File: src/rtl/oc_add.sv
// WIDTH-bit end-around-carry (ones'-complement) adder, purely combinational.
// Shared between the checksum checker and the generator side.
module oc_add #(
    parameter int WIDTH = 4
) (
    input  logic [WIDTH-1:0] i_a,
    input  logic [WIDTH-1:0] i_b,
    output logic [WIDTH-1:0] o_sum
);

    logic [WIDTH:0] w_raw;

    assign w_raw = {1'b0, i_a} + {1'b0, i_b};
    // Folding the carry back in cannot carry out again: the low part is at most 2**WIDTH-2 when it is set.
    assign o_sum = w_raw[WIDTH-1:0] + WIDTH'(w_raw[WIDTH]);

endmodule : oc_add

File: config.mk
export PLATFORM = sky130hd
export DESIGN_NAME = oc_add
export DESIGN_NICKNAME = d
export VERILOG_FILES = /design/src/rtl/oc_add.sv
export SDC_FILE = /design/constraint.sdc
export NUM_CORES = 1
export LEC_CHECK = 0
export BUFFER_PORTS_ARGS = -buffer_cell sky130_fd_sc_hd__clkbuf_2
export CAP_MARGIN = 20
export CORE_AREA = 4 4 41 43
export DETAILED_ROUTE_END_ITERATION = 10
export DIE_AREA = 0 0 45 47
export GPL_TIMING_DRIVEN = 0
export PLACE_DENSITY = 0.42
export SLEW_MARGIN = 20
export SYNTH_ARGS = -nofsm -noshare
export SYNTH_HDL_FRONTEND = slang
export SYNTH_SLANG_ARGS = --single-unit
File: constraint.sdc
create_clock -name vclk -period 1.9
set_input_delay 0.095 -clock vclk [all_inputs]
set_output_delay 0.095 -clock vclk [all_outputs]
set_load 0.02 [all_outputs]
==> out/metrics.cfg <==
[status]
outcome=complete, but fails checks
violations=negative setup slack

[placement]
post-dp-hpwl_um=427
dpl.cell_count=54
placement.io_buffers=12
gp_congestion=0.682

[min_path]
holdPathStages=4
holdCritStartpoint=i_a[0]
holdPathEnd=o_sum[0]
hold_class=input pin to primary output

[critical_path]
slowest_stage=fa_2
crit_arrival_ns=1.87
critPathKind=input pin to primary output
path_buf_inv=3
worstSetupStartpointType=input pin
cp_cell_sequence=buf_6 -> ha_4 -> inv_2 -> fa_2 -> nor2b_2 -> o21ai_1 -> nand2b_1 -> ha_2 -> nor2b_4 -> o21bai_4 -> o32ai_4 -> clkbuf_8
end_kind=primary output
path_max_fanout=3
cp.required_ns=1.80
max_stage_delay_ns=0.34
crit_family=adder cells

[pwr]
power_switching_uw=87.6
p_int_uw=84.3
pwr-share-comb_pct=100.0
pwr-share-clk_pct=0
p_sw_share_pct=51.0
p_seq_share_pct=0
p_total_uw=172
ir_worst_vdd_v=0.000170
powerDensity_nw_per_um2=415
power.leakage_nw=0.196

[final_layout]
fin_nets=58
design.seq.count=0
synthToLayoutAreaGrowth_pct=79.9
layout.cells.non_filler=56
seq_area_um2=0
fin_util_pct=31.8
drive_gt1_share_pct=61.0
antenna_cells=0
clock_buffers=0

[timing]
max_slew_margin_pct=70.0
fin_crit_sh_pct=103
rsz0062_at_grt=true
hold_violations=0
whs_ns=0.649
tightest_slew_ns=0.447
fmax_ghz=0.509
maxSlewViolCount=0
final.setup.worst_slack_ns=-0.0629
period_minus_slack_ns=1.96
setup_viol=1

[synth]
synth.avg_cell_area_um2=8.53
netlist_instances=27
syn_area_um2=230
yosysSeqAreaShare_pct=0
syn_nets=42
synthDominantCellAreaShare_pct=32.6
synth_cell_types=18
synth_top_area_cell=ha_1
synth_area_leaders=ha_1 33%, fa_1 8.7%, o32ai_2 7.1%
ys_warn_count=0

[detailed_routing]
antenna_left=0
dr.pass1.iters=1
wl_per_cell_um=9.55
drt_iter0_markers=0
wl_um=535
viasPerCell=4.34
post-route-drc-count=0
vias=243

[global_route]
grt_usage_pct=5.20
antenna_found_initial=0
grt_pass1_wl_um=883
grt_pass1_vias=238
grt_max_degree=7
gr-total-overflow=0

[floorplan]
floorplan.io_pins=12
fp-row-count=13
die_area_um2=2120
initial_core_util_pct=17.7
core_area_um2=1300
fp.dieH_um=47
die_w_um=45

[run]
maxCapViolCount=0

-- worst max path at each step --
| stage | slack (ns) | start | cells after the start | end |
|---|---|---|---|---|
| 2_1_floorplan | 0.02 | i_a[0] | 10 | o_sum[3] |
| 3_3_place_gp | -0.26 | i_a[0] | 12 | o_sum[3] |
| 3_5_place_dp | -0.26 | i_a[0] | 12 | o_sum[3] |
| 4_1_cts | -0.06 | i_a[0] | 12 | o_sum[3] |
| 5_1_grt | -0.21 | i_b[0] | 12 | o_sum[3] |
| 6_report | -0.06 | i_b[0] | 12 | o_sum[3] |
-- power groups by stage --
stage,clock network [mW],logic [mW],registers (mW)
after global placement,0,0.138,0
after detailed placement,0,0.137,0
final,0,0.172,0
after global routing,0,0.192,0
after CTS,0,0.164,0
after floorplan,0,0.104,0
-- routing by layer --
metal | GRT usage [%] | vias up | part of all wire (%)
li1 | - | 127 | -
met1 | 7.22 | 111 | 45
met2 | 9.32 | 5 | 49
met3 | 0.383 | 0 | 5.4
met4 | 0 | 0 | 0
met5 | 0 | - | 0
-- cells by family (layout without fill, tap and decap cells) --
kind of cell,Yosys count,after routing,share of synthesized area (%)
xor gates and xnor gates,2,2,7.61
buffers and inverters,4,18,6.52
and+or+nand+nor,6,6,15.2
AOI/OAI and AO/OA,8,8,29.4
adders and majority gates,7,7,41.3
-- cell usage in the layout (no fill, tap or decap), types with 2 or more instances in the layout --
cell type and instances:
clkbuf_2 9, inv_1 3, ha_1 3, ha_4 2, buf_6 2, buf_4 2
-- metrics by stage --
step	setup TNS (ns)	area, um2	setup WS, ns
after floorplan	0	241	0.0207
after global placement	-0.257	320	-0.257
after detailed placement	-0.262	320	-0.262
after CTS	-0.0551	380	-0.0551
after global routing	-0.213	414	-0.213
final	-0.0629	414	-0.0629
-- synth_stat cells --
library cell  count
o21bai_1          1
a32o_1            1
a21boi_1          1
nand3_1           1
a21o_1            1
o21ai_0           1
a21oi_1           1
xnor2_1           1
a22o_1            1
inv_1             4
o32ai_2           1
xor2_1            1
nor2b_1           2
fa_1              1
nor3b_1           1
nand2b_1          1
nor2_1            1
ha_1              6
-- area by class of cell --
| class | instances | area (um2) |
|---|---|---|
| fill | 151 | 887 |
| tap | 15 | 18.8 |
| inverter | 4 | 15.0 |
| multi-input combinational | 23 | 284 |
| timing repair buffer | 14 | 96.3 |
-- repair_timing --
| action | 4_1_cts | 5_1_grt |
|---|---|---|
| gates resized for setup | 13 | 6 |
| hold buffers | 0 | 0 |
| setup buffers | 1 | 1 |
| endpoints found under the hold margin | 0 | 0 |
| endpoints found under the setup margin | 1 | 2 |
| pin swaps | 3 | 6 |
No activity file was read; power rests on OpenSTA's default activity.
